`config.mk`:
```
export PLATFORM = sky130hd
export DESIGN_NAME = window_scan_ctrl
export DESIGN_NICKNAME = d
export VERILOG_FILES = /design/src/rtl/window_scan_ctrl.sv
export SDC_FILE = /design/constraint.sdc
export NUM_CORES = 1
export LEC_CHECK = 0
export ABC_AREA = 1
export ABC_CLOCK_PERIOD_IN_PS = 9600
export CAP_MARGIN = 10
export CORE_AREA = 8 8 112 114
export DETAILED_ROUTE_END_ITERATION = 10
export DIE_AREA = 0 0 120 122
export PLACE_DENSITY = 0.92
export SYNTH_ARGS = -nofsm -noshare
export SYNTH_HDL_FRONTEND = slang
export SYNTH_SLANG_ARGS = --single-unit
```
`constraint.sdc`:
```
create_clock -name clk -period 9.6 [get_ports clk]
set_clock_uncertainty 0.2 [all_clocks]
set_input_delay 2.88 -clock clk [delete_from_list [all_inputs] [get_ports clk]]
set_output_delay 2.88 -clock clk [all_outputs]
set_load 0.005 [all_outputs]
```
`src/rtl/window_scan_ctrl.sv`:
```
// Sequencer that scans image channels from pixel RAM as zero-bordered raster streams for the 3x3 window generator.
// Optional build macro WIN_SCAN_STALL_CNT_EN adds the 32-bit stall_cycles backpressure counter.
module window_scan_ctrl #(
  parameter int IMG_WIDTH = 128,
  parameter int STRIDE    = 1,
  parameter int CHANNELS  = 1,
  parameter int ADDR_W    = 16
) (
  input  logic              clk,
  input  logic              rst_n,
  input  logic              start,
  input  logic [ADDR_W-1:0] base_addr,
  output logic              busy,
  output logic              done,
  output logic [7:0]        cur_ch,
  output logic              mem_rd_en,
  output logic [ADDR_W-1:0] mem_rd_addr,
  input  logic [7:0]        mem_rd_data,
  output logic              win_start,
  output logic              win_clear,
  output logic              pix_valid,
  input  logic              pix_ready,
  output logic [7:0]        pix_data,
  input  logic              win_accept
`ifdef WIN_SCAN_STALL_CNT_EN
  ,
  output logic [31:0]       stall_cycles
`endif
);

  localparam int PW           = IMG_WIDTH + 2;
  localparam int WIN_PER_AXIS = (IMG_WIDTH - 1) / STRIDE + 1;
  localparam logic [ADDR_W-1:0] CH_STRIDE = ADDR_W'(IMG_WIDTH * IMG_WIDTH);
  localparam logic [8:0]        POS_LAST  = 9'(PW - 1);
  localparam logic [16:0]       WIN_EXP   = 17'(WIN_PER_AXIS * WIN_PER_AXIS);
  localparam logic [7:0]        CH_LAST   = 8'(CHANNELS - 1);

  typedef enum logic [2:0] {S_IDLE, S_RUN, S_DRAIN, S_NEXT, S_DONE} state_t;
  state_t state, state_nxt;

  logic [8:0]        row_p0, col_p0;
  logic [ADDR_W-1:0] ch_base, pix_off;
  logic [16:0]       win_cnt;
  logic              vld_p0, border_p0, last_p0;
  logic              vld_p1, border_p1;
  logic [7:0]        fifo_q [2];
  logic              wr_ptr, rd_ptr;
  logic [1:0]        fifo_cnt;
  logic              push, pop, start_acc;
  logic [2:0]        occ_after_pop;

  assign start_acc = (state == S_IDLE) && start;
  assign pop       = pix_valid && pix_ready;
  assign push      = vld_p1;
  // Credit counts the slot freed by this cycle's pop so a full-rate stream never stalls.
  assign occ_after_pop = {1'b0, fifo_cnt} + {2'b00, vld_p1} - {2'b00, pop};

  // Stage p0: beat issue
  assign border_p0   = (row_p0 == 9'd0) || (row_p0 == POS_LAST) ||
                       (col_p0 == 9'd0) || (col_p0 == POS_LAST);
  assign last_p0     = (row_p0 == POS_LAST) && (col_p0 == POS_LAST);
  assign vld_p0      = (state == S_RUN) && (occ_after_pop < 3'd2);
  assign mem_rd_en   = vld_p0 && !border_p0;
  assign mem_rd_addr = mem_rd_en ? (ch_base + pix_off) : '0;
  assign pix_valid   = (fifo_cnt != 2'd0);
  assign pix_data    = fifo_q[rd_ptr];

  always_ff @(posedge clk or negedge rst_n) begin
    if (!rst_n) state <= S_IDLE;
    else        state <= state_nxt;
  end

  always_comb begin
    state_nxt = state;
    busy      = 1'b0;
    done      = 1'b0;
    win_start = 1'b0;
    win_clear = 1'b0;
    case (state)
      S_IDLE: if (start) state_nxt = S_RUN;
      S_RUN: begin
        busy      = 1'b1;
        win_start = 1'b1;
        if (vld_p0 && last_p0) state_nxt = S_DRAIN;
      end
      S_DRAIN: begin
        busy      = 1'b1;
        win_start = 1'b1;
        if ((fifo_cnt == 2'd0) && !vld_p1 && (win_cnt == WIN_EXP)) state_nxt = S_NEXT;
      end
      S_NEXT: begin
        busy      = 1'b1;
        win_clear = 1'b1;
        state_nxt = (cur_ch == CH_LAST) ? S_DONE : S_RUN;
      end
      S_DONE: begin
        done      = 1'b1;
        state_nxt = S_IDLE;
      end
      default: state_nxt = S_IDLE;
    endcase
  end

  always_ff @(posedge clk or negedge rst_n) begin
    if (!rst_n) begin
      row_p0  <= '0;
      col_p0  <= '0;
      ch_base <= '0;
      pix_off <= '0;
      win_cnt <= '0;
      cur_ch  <= '0;
    end else if (start_acc) begin
      ch_base <= base_addr;
      cur_ch  <= '0;
      row_p0  <= '0;
      col_p0  <= '0;
      pix_off <= '0;
      win_cnt <= '0;
    end else if (state == S_NEXT) begin
      row_p0  <= '0;
      col_p0  <= '0;
      pix_off <= '0;
      win_cnt <= '0;
      if (cur_ch != CH_LAST) begin
        cur_ch  <= cur_ch + 8'd1;
        ch_base <= ch_base + CH_STRIDE;
      end
    end else begin
      if (vld_p0) begin
        if (col_p0 == POS_LAST) begin
          col_p0 <= '0;
          row_p0 <= row_p0 + 9'd1;
        end else begin
          col_p0 <= col_p0 + 9'd1;
        end
        if (!border_p0) pix_off <= pix_off + 1'b1;
      end
      // Saturate so surplus handshakes in DRAIN cannot wrap the count.
      if (win_start && win_accept && (win_cnt != WIN_EXP)) win_cnt <= win_cnt + 17'd1;
    end
  end

  // Stage p1: border tag alongside the RAM read, then 2-entry output FIFO
  always_ff @(posedge clk or negedge rst_n) begin
    if (!rst_n) begin
      vld_p1    <= 1'b0;
      border_p1 <= 1'b0;
      fifo_q[0] <= '0;
      fifo_q[1] <= '0;
      wr_ptr    <= 1'b0;
      rd_ptr    <= 1'b0;
      fifo_cnt  <= '0;
    end else begin
      vld_p1    <= vld_p0;
      border_p1 <= border_p0;
      if (push) begin
        fifo_q[wr_ptr] <= border_p1 ? 8'd0 : mem_rd_data;
        wr_ptr         <= ~wr_ptr;
      end
      if (pop) rd_ptr <= ~rd_ptr;
      case ({push, pop})
        2'b10:   fifo_cnt <= fifo_cnt + 2'd1;
        2'b01:   fifo_cnt <= fifo_cnt - 2'd1;
        default: fifo_cnt <= fifo_cnt;
      endcase
    end
  end

`ifdef WIN_SCAN_STALL_CNT_EN
  always_ff @(posedge clk or negedge rst_n) begin
    if (!rst_n)                                          stall_cycles <= '0;
    else if (start_acc)                                  stall_cycles <= '0;
    else if (pix_valid && !pix_ready && (stall_cycles != 32'hFFFF_FFFF)) stall_cycles <= stall_cycles + 32'd1;
  end
`endif

endmodule

```
# --- Word level (Yosys, flattened, before mapping) ---
# Cells that the tools add are included.
totals:
  regBits: 100
  latchBits: 0
  ramBits: 0
  mem_bits_ro: 0
  inputBits: 29
  word_cells: 121
  mem_count: 0
op_classes:
  add_sub_neg: 11
  n_mul: 0
  div_mod_pow: 0
  n_lt_le_gt_ge: 4
  n_eq_ne: 14
  n_shift: 0
  mux: 39
  bitwise_logic: 4
  n_reduce_logical: 35
op_table:
  columns: ["op", "count"]
  rows:
  - ["$mux 16", 8]
  - ["$mux 9", 8]
  - ["$mux 8", 8]
  - ["$mux 17", 3]
  - ["$add 9x1->9 const B", 2]
  - ["$eq 9x8->1 const B", 2]
  - ["$logic_not 9->1", 2]
  - ["$add 17x1->17 const B", 1]
  - ["$eq 17x15->1 const B", 1]
  - ["$ne 17x15->1 const B", 1]
  - ["$add 16x1->16 const B", 1]
  - ["$add 16x15->16 const B", 1]
  - ["$add 16x16->16", 1]
  - ["$bwmux 16", 1]
  - ["$mux 3", 4]
  - ["$pmux 3 s4", 1]
  - ["$logic_and 1x1->1", 11]
  - ["$reduce_bool 3->1", 3]
  - ["$add 8x1->8 const B", 1]
  - ["$demux 8 s1", 1]
  - ["$logic_not 8->1", 1]
  - ["$reduce_bool 2->1", 4]
  - ["$reduce_bool 8->1", 1]
  - ["$eq 3x2->1 const B", 2]
  - ["other kinds (26)", 38]

# --- Depth between registers and ports, before layout ---
# Gate-level depths: netlist (run 1).
logic_depth:
  ltp_word: 8
  depth_mapped: 18
  ltp_nobuf: 17

# --- Worst setup path before layout (run 1) ---
# OpenSTA, ideal clock, no wires.
synth_path:
  kind: "input to output"
  start: "input pix_ready"
  end: "output mem_rd_addr[11]"
  arrival_time_ns: 4.646
  t_required_ns: 6.520
  setup_slack_ns: 1.874
  cell_stages: 13
  path_buffers: 1
  path_cell_list: "nand2_1 > nor2_1 > inv_1 > nand2_1 > nand2_1 > fa_1 > nand3_1 > nor2_4 > nand3_4 > inv_2 > buf_6 > nand2_1 > nor2_1"
synth_between:
  elab_chain_cells: 6
synth_lines:
  columns: ["item", "line_no", "source"]
  rows:
  - ["start: declaration", "22", "input logic pix_ready,"]
  - ["$logic_and 1x1->1", "53", "assign pop = pix_valid && pix_ready;"]
  - ["$sub 3x1->3", "56", "assign occ_after_pop = {1'b0, fifo_cnt} + {2'b00, vld_p1} - {2'b00, pop};"]
  - ["$lt 3x2->1", "62", "assign vld_p0 = (state == S_RUN) && (occ_after_pop < 3'd2);"]
  - ["$logic_and 1x1->1", "62", null]
  - ["net vld_p0", "44", "logic vld_p0, border_p0, last_p0;"]
  - ["$logic_and 1x1->1", "63", "assign mem_rd_en = vld_p0 && !border_p0;"]
  - ["net mem_rd_en", "16", "output logic mem_rd_en,"]
  - ["$mux 16", "64", "assign mem_rd_addr = mem_rd_en ? (ch_base + pix_off) : '0;"]
  - ["end: declaration", "17", "output logic [ADDR_W-1:0] mem_rd_addr,"]
# The timed path passes the listed nets, and every way through them passes these cells.

# --- Worst setup path in the final report (run 1) ---
layout_path:
  start: "input pix_ready"
  end: "output mem_rd_addr[4]"
layout_between:
  elab_chain_cells: 6
layout_lines:
  columns: ["item", "line_no"]
  rows:
  - ["$logic_and 1x1->1", "53"]
  - ["$sub 3x1->3", "56"]
  - ["$lt 3x2->1", "62"]
  - ["$logic_and 1x1->1", "62"]
  - ["net vld_p0", "44"]
  - ["$logic_and 1x1->1", "63"]
  - ["$mux 16", "64"]
# The timed path passes the listed nets, and every way through them passes these cells.

==> impl_metrics.py, run 1 <==
metrics = {
    "sta": {
        "tightest_slew_ns": 0.986,
        "post-route-period-util_pct": 92.0,
        "finalSetupViolCount": 0,
        "maxSlewViolCount": 0,
        "slew_headroom_pct": 34.2,
        "setup-tns-final_ns": 0,
        "period_minus_slack_ns": 8.84,
        "worst_hold_slack_ns": 0.300,
        "hold_viol": 0,
        "rsz0062_at_grt": "no",
        "setup_ws_ns": 0.765,
        "fmaxAchievable_ghz": 0.113,
    },
    "cts": {
        "cts_buffers": 9,
        "clk_latency_ns": 0.39,
        "cts.sinks": 100,
        "root_buffer": "clkbuf_8",
        "hold_buffers": 0,
        "cts_resized": 0,
        "post_cts_buffers": 0,
        "clockBufferDepth": 2,
        "cts_tree": "yes",
        "clkTransAtPathRegs_ns": 0.11,
        "cts_max_level": 3,
    },
    "synthesis": {
        "synthFlopType": "dfrtp_1",
        "synth_nets": 1047,
        "yosys-top-cells-count": "325 x nand2_1, 138 x nor2_1, 114 x inv_1, 100 x dfrtp_1, 81 x nand3_1",
        "synth_seq_cells": 100,
        "yosysTopAreaCellShare_pct": 37.6,
        "synth.distinct_cells": 34,
        "synthCells": 990,
        "yosysTopAreaCell": "dfrtp_1",
        "synth_area_per_cell_um2": 6.73,
        "synth_area_leaders": "dfrtp_1 38%, nand2_1 18%, nor2_1 7.8%",
        "yosys.cell_count.top_type": "nand2_1",
        "ys_seq_area_share_pct": 37.6,
        "synth-edff-count": 0,
        "synthArstFlopShare_pct": 100,
        "synth_area_mm2": 0.00666,
        "ys_warn_count": 0,
    },
    "global_route": {
        "grt_max_degree": 59,
        "grt-ovfl-total": 0,
        "grt_usage_pct": 23.7,
        "antenna_found_initial": 0,
        "grt_pass1_wl_um": 28700,
        "grt_pass1_vias": 6281,
    },
    "die": {
        "core_area_mm2": 0.0107,
        "die_w_um": 120,
        "die-area_mm2": 0.0146,
        "die_y_um": 122,
        "num_io_pins": 67,
        "fp-row-count": 38,
        "initial_core_util_pct": 62.2,
    },
    "power": {
        "power_mw": 0.993,
        "p_leak_nw": 3.90,
        "vdd_drop_max_uv": 113,
        "cellPowerDensity_mw_per_mm2": 130,
    },
    "placed_design": {
        "dpl_cell_area_mm2": 0.00738,
        "dp_hpwl_um": 12000,
        "place_congestion": 0.929,
        "pre_cts_ws_ns": 0.762,
        "portBuffers": 66,
    },
    "finish": {
        "synthToLayoutAreaGrowth_pct": 14.7,
        "insertedDiodeCount": 0,
        "layout-drive-gt1-share_pct": 4.47,
        "nets": 1103,
        "final_area_mm2": 0.00763,
        "final.fill_count": 877,
    },
    "setup_path": {
        "worstSetupPathType": "input pin to primary output",
        "critPathRequiredTime_ns": 6.52,
        "endpoint_kind": "primary output",
        "reg2reg_slack_ns": 6.55,
        "critical-path-top-delay-family": "buffers and inverters",
        "r2r_end": "col_p0[0]",
        "start_kind": "input pin",
        "crit_buf_inv": 4,
        "r2r_cells": 8,
        "slowest_delay_ns": 0.52,
        "path_max_fanout": 26,
        "cp.arrival_ns": 5.76,
        "crit_chain": "clkdlybuf4s50_1 -> nand2_1 -> nor2_1 -> inv_1 -> nand2_1 -> nand2_1 -> fa_1 -> nand3_1 -> nor2_4 -> nand3_4 -> buf_4 -> nor2_1 -> clkdlybuf4s50_1",
        "crit_slowest_cell": "clkdlybuf4s50_1",
        "reg2reg_from": "state[0]",
        "crit_top_cell": "nand2_1",
    },
    "min_path": {
        "hold_end": "fifo_q[7]",
        "worstHoldPathType": "flip-flop to flip-flop",
        "worstHoldStart": "fifo_q[7]",
        "hold_depth": 2,
    },
    "status": {
        "status": "completed",
    },
    "detailed_routing": {
        "num_vias": 6677,
        "wl_um": 17000,
        "ant_nets": 0,
        "vias_per_cell": 5.61,
        "route.detailed.drc": 0,
        "drtIter0Drc": 542,
        "first_pass_iters": 7,
        "wl_per_cell_um": 14.3,
    },
    "flow_run": {
        "max-cap-violations": 0,
    },
}
==> layout make-up <==
| cell class | count | area (µm²) | share of cell area, % |
|---|---|---|---|
| multi-input cells | 743 | 3570 | 46.7 |
| flip-flops and latches | 100 | 2500 | 32.8 |
| repair buffers | 68 | 673 | 8.82 |
| inverters | 124 | 465 | 6.10 |
| well taps | 140 | 175 | 2.29 |
| clock inverters | 7 | 129 | 1.69 |
| clock buffers | 9 | 124 | 1.62 |
==> routing by layer <==
layer	track usage, %	up-vias	share of wire [%]
met3	4.12	58	6.9
met2	41.6	284	50
met1	28.2	3103	40
met5	0	-	0
met4	9.99	0	2.8
li1	-	3232	-
==> power by group <==
part           leakage [nW]  internal, mW  switching [mW]
logic                  2.55        0.0816          0.0934
registers              1.23         0.442          0.0321
clock network         0.124         0.178           0.166
total                  3.90         0.702           0.291
==> cells in the final DEF (no fill, tap or decap) <==
cell type / Yosys / final
nor2_4: 3 / 3
nand3_4: 1 / 1
fa_1: 2 / 2
clkinvlp_4: 0 / 1
nor2_1: 138 / 138
buf_4: 2 / 3
nor3_1: 15 / 15
o21ai_0: 47 / 47
nand2_2: 6 / 6
xnor2_1: 11 / 11
xor2_1: 10 / 10
inv_8: 0 / 2
clkbuf_8: 0 / 9
ha_1: 26 / 26
nor4_1: 2 / 2
a31oi_1: 1 / 1
nand3_1: 81 / 81
a21oi_2: 2 / 2
a31o_2: 1 / 1
bufinv_16: 0 / 3
a21o_1: 1 / 1
inv_6: 0 / 1
o21bai_1: 6 / 6
or2_2: 1 / 1
a21oi_1: 34 / 34
nand2_1: 325 / 325
nand3b_1: 2 / 2
inv_1: 114 / 114
o21ai_1: 5 / 5
nand2_4: 1 / 1
dfrtp_1: 100 / 100
clkdlybuf4s50_1: 0 / 65
nand4_1: 18 / 18
and2_1: 1 / 1
nand3_2: 3 / 3
inv_2: 10 / 10
==> worst reg2reg max path, stage by stage (launching register included) <==
cell     delay, ns
dfrtp_1       0.46
nor2_1        0.23
nand3_2       0.61
nand2_2       0.39
inv_2         0.31
nand2_2       0.32
inv_1         0.15
o21ai_0       0.20
inv_1         0.06
==> cell families after synthesis <==
kind of cell / Yosys count / share of synthesized area [%]
adder cells (fa/ha/maj): 28 / 5.49
flip-flops: 100 / 37.6
XOR/XNOR: 21 / 2.76
AND/OR/NAND/NOR: 597 / 37.6
buffers and inverters: 147 / 8.87
AO/OA/AOI/OAI: 97 / 7.74
==> state kept, by name, indices dropped and copies added, names as in the netlist <==
name and flops:
ch_base 16, win_cnt 17, cur_ch 8, border_p1 1, fifo_q 16, push 1
fifo_cnt 2, wr_ptr 1, row_p0 9, pix_off 16, state 3, rd_ptr 1
col_p0 9
==> worst max path at each step <==
stage | slack, ns | depth (start not counted) | to | start
after floorplan | 1.87 | 13 | mem_rd_addr[11] | pix_ready
after global placement | 0.85 | 14 | mem_rd_addr[9] | pix_ready
after detailed placement | 0.76 | 13 | mem_rd_addr[4] | pix_ready
after CTS | 0.76 | 13 | mem_rd_addr[4] | pix_ready
after global routing | 0.48 | 14 | mem_rd_addr[15] | pix_ready
final | 0.76 | 13 | mem_rd_addr[4] | pix_ready
==> metrics by stage <==
| stage | utilization [%] | instances |
|---|---|---|
| 2_1_floorplan | - | 990 |
| 3_3_place_gp | 69.0 | 1175 |
| 3_5_place_dp | 69.0 | 1175 |
| 4_1_cts | 71.4 | 1191 |
| 5_1_grt | 71.4 | 1191 |
| 6_report | 71.4 | 1191 |
No activity file was read; power rests on OpenSTA's default activity.
==> inputs of run 2 (changes only) <==
--- a/config.mk
+++ b/config.mk
@@ -12,6 +12,7 @@
 export DETAILED_ROUTE_END_ITERATION = 10
 export DIE_AREA = 0 0 120 122
 export PLACE_DENSITY = 0.92
+export SKIP_LAST_GASP = 1
 export SYNTH_ARGS = -nofsm -noshare
 export SYNTH_HDL_FRONTEND = slang
 export SYNTH_SLANG_ARGS = --single-unit
==> results of run 2 <==
Final layout, timing and power as in run 1 (identical DEF).
==> inputs of run 3 (changes only) <==
--- a/config.mk
+++ b/config.mk
@@ -6,13 +6,14 @@
 export NUM_CORES = 1
 export LEC_CHECK = 0
 export ABC_AREA = 1
-export ABC_CLOCK_PERIOD_IN_PS = 9600
+export ABC_CLOCK_PERIOD_IN_PS = 11190
 export CAP_MARGIN = 10
-export CORE_AREA = 8 8 112 114
+export CORE_AREA = 2 2 106 108
 export DETAILED_ROUTE_END_ITERATION = 10
-export DIE_AREA = 0 0 120 122
+export DIE_AREA = 0 0 108 110
 export PLACE_DENSITY = 0.92
 export SKIP_LAST_GASP = 1
+export SLEW_MARGIN = 5
 export SYNTH_ARGS = -nofsm -noshare
 export SYNTH_HDL_FRONTEND = slang
 export SYNTH_SLANG_ARGS = --single-unit
==> constraint.sdc (replaced) <==
create_clock -name clk -period 11.19 [get_ports clk]
set_clock_uncertainty 0.2 [all_clocks]
set_input_delay 3.357 -clock clk [delete_from_list [all_inputs] [get_ports clk]]
set_output_delay 3.357 -clock clk [all_outputs]
set_load 0.005 [all_outputs]
==> impl_metrics.py, run 3 (synthesized netlist as in run 1, its figures left out) <==
metrics = {
    "cts": {
        "cts_max_level": 3,
        "clk_latency_ns": 0.38,
        "cts_resized": 0,
        "cts_buffers": 9,
        "hold_buffers": 0,
        "clockBufferDepth": 2,
        "post_cts_buffers": 0,
        "cts_tree": "yes",
        "cts.sinks": 100,
        "root_buffer": "clkbuf_8",
        "clkTransAtPathRegs_ns": 0.11,
    },
    "finish": {
        "regMostFlops": "win_cnt",
        "layout-drive-gt1-share_pct": 4.38,
        "layout_common_cells": "325 x nand2_1, 138 x nor2_1, 114 x inv_1",
        "largest_register_ffs": 17,
        "insertedDiodeCount": 0,
        "nets": 1102,
        "synthToLayoutAreaGrowth_pct": 13.8,
        "final_common_cell": "nand2_1",
    },
    "setup_path": {
        "start_kind": "input pin",
        "path_max_fanout": 27,
        "endpoint_kind": "primary output",
        "cp.arrival_ns": 6.60,
        "worstSetupPathType": "input pin to primary output",
        "critPathRequiredTime_ns": 7.63,
    },
    "power": {
        "p_leak_nw": 3.87,
        "vdd_drop_max_uv": 85.6,
        "power_mw": 0.792,
        "cellPowerDensity_mw_per_mm2": 104,
    },
    "detailed_routing": {
        "ant_nets": 0,
        "route.detailed.drc": 0,
        "first_pass_iters": 7,
        "vias_per_cell": 5.39,
        "wl_per_cell_um": 12.8,
        "num_vias": 6418,
        "wl_um": 15200,
        "drtIter0Drc": 480,
    },
    "die": {
        "initial_core_util_pct": 62.2,
        "die_y_um": 110,
        "fp-row-count": 38,
        "num_io_pins": 67,
        "die-area_mm2": 0.0119,
        "die_w_um": 108,
        "core_area_mm2": 0.0107,
    },
    "global_route": {
        "grt_pass1_vias": 5946,
        "antenna_found_initial": 0,
        "grt_usage_pct": 27.0,
        "grt_pass1_wl_um": 25900,
        "grt_max_degree": 62,
        "grt-ovfl-total": 0,
    },
    "sta": {
        "period_minus_slack_ns": 10.15,
        "post-route-period-util_pct": 90.7,
        "setup-tns-final_ns": 0,
        "rsz0062_at_grt": "no",
        "slew_headroom_pct": 34.6,
        "fmaxAchievable_ghz": 0.0985,
        "hold_viol": 0,
        "tightest_slew_ns": 0.980,
        "worst_hold_slack_ns": 0.292,
        "maxSlewViolCount": 0,
        "finalSetupViolCount": 0,
    },
    "placed_design": {
        "portBuffers": 66,
        "dp_hpwl_um": 11300,
        "place_congestion": 0.913,
    },
    "min_path": {
        "worstHoldPathType": "flip-flop to flip-flop",
    },
    "flow_run": {
        "max-cap-violations": 0,
    },
    "status": {
        "status": "completed",
    },
}
-- run 3: per-layer routing --
metal,vias up,track usage (%),wire length (µm)
li1,3229,-,-
met1,2970,35.9,6800
met2,199,46.5,7410
met3,20,4.06,819
met4,0,7.23,184
met5,-,0,0
-- run 3: per-stage QoR --
step                      cell area [µm²]  setup WS [ns]  util, %  std cells
after floorplan                      6660           2.51        -        990
after global placement               7370           1.18     68.9       1174
after detailed placement             7370           1.05     68.9       1174
after CTS                            7580           1.04     70.9       1190
after global routing                 7580          0.758     70.9       1190
final                                7580           1.04     70.9       1190
-- run 3: area by class of cell --
cell class | instances | area [µm²]
fillers | 846 | 3120
flip-flops and latches | 100 | 2500
well taps | 140 | 175
clock inverters | 6 | 68.8
inverters | 124 | 465
clock buffers | 10 | 138
multi-input cells | 743 | 3570
repair buffers | 67 | 666
-- run 3: power breakdown --
part | switching [mW] | internal [mW] | leakage [nW]
Combinational | 0.0788 | 0.0704 | 2.54
Clock | 0.143 | 0.0939 | 0.101
Sequential | 0.0267 | 0.380 | 1.23
-- run 3: worst paths after layout --
check	startpoint	to	slack, ns	depth (start not counted)
min in group asynchronous	rst_n	win_cnt[0]	2.72	1
worst min-delay path	fifo_q[5]	fifo_q[5]	0.29	2
worst min register to register	fifo_q[5]	fifo_q[5]	0.29	2
max in group asynchronous	rst_n	ch_base[8]	6.92	2
worst max-delay path	pix_ready	mem_rd_addr[14]	1.04	14
worst max register to register	fifo_cnt[1]	pix_off[0]	8.08	14
-- run 3: worst max-delay path, cell delays in order --
cell and delay (ns):
clkdlybuf4s50_1 0.45, nand2_1 0.10, nor2_1 0.22, inv_1 0.06, nand2_1 0.09, nand2_1 0.07
fa_1 0.53, nand3_1 0.13, nor2_4 0.25, nand3_4 0.32, inv_2 0.30, nand2_1 0.09
nor2_1 0.10, clkdlybuf4s50_1 0.50
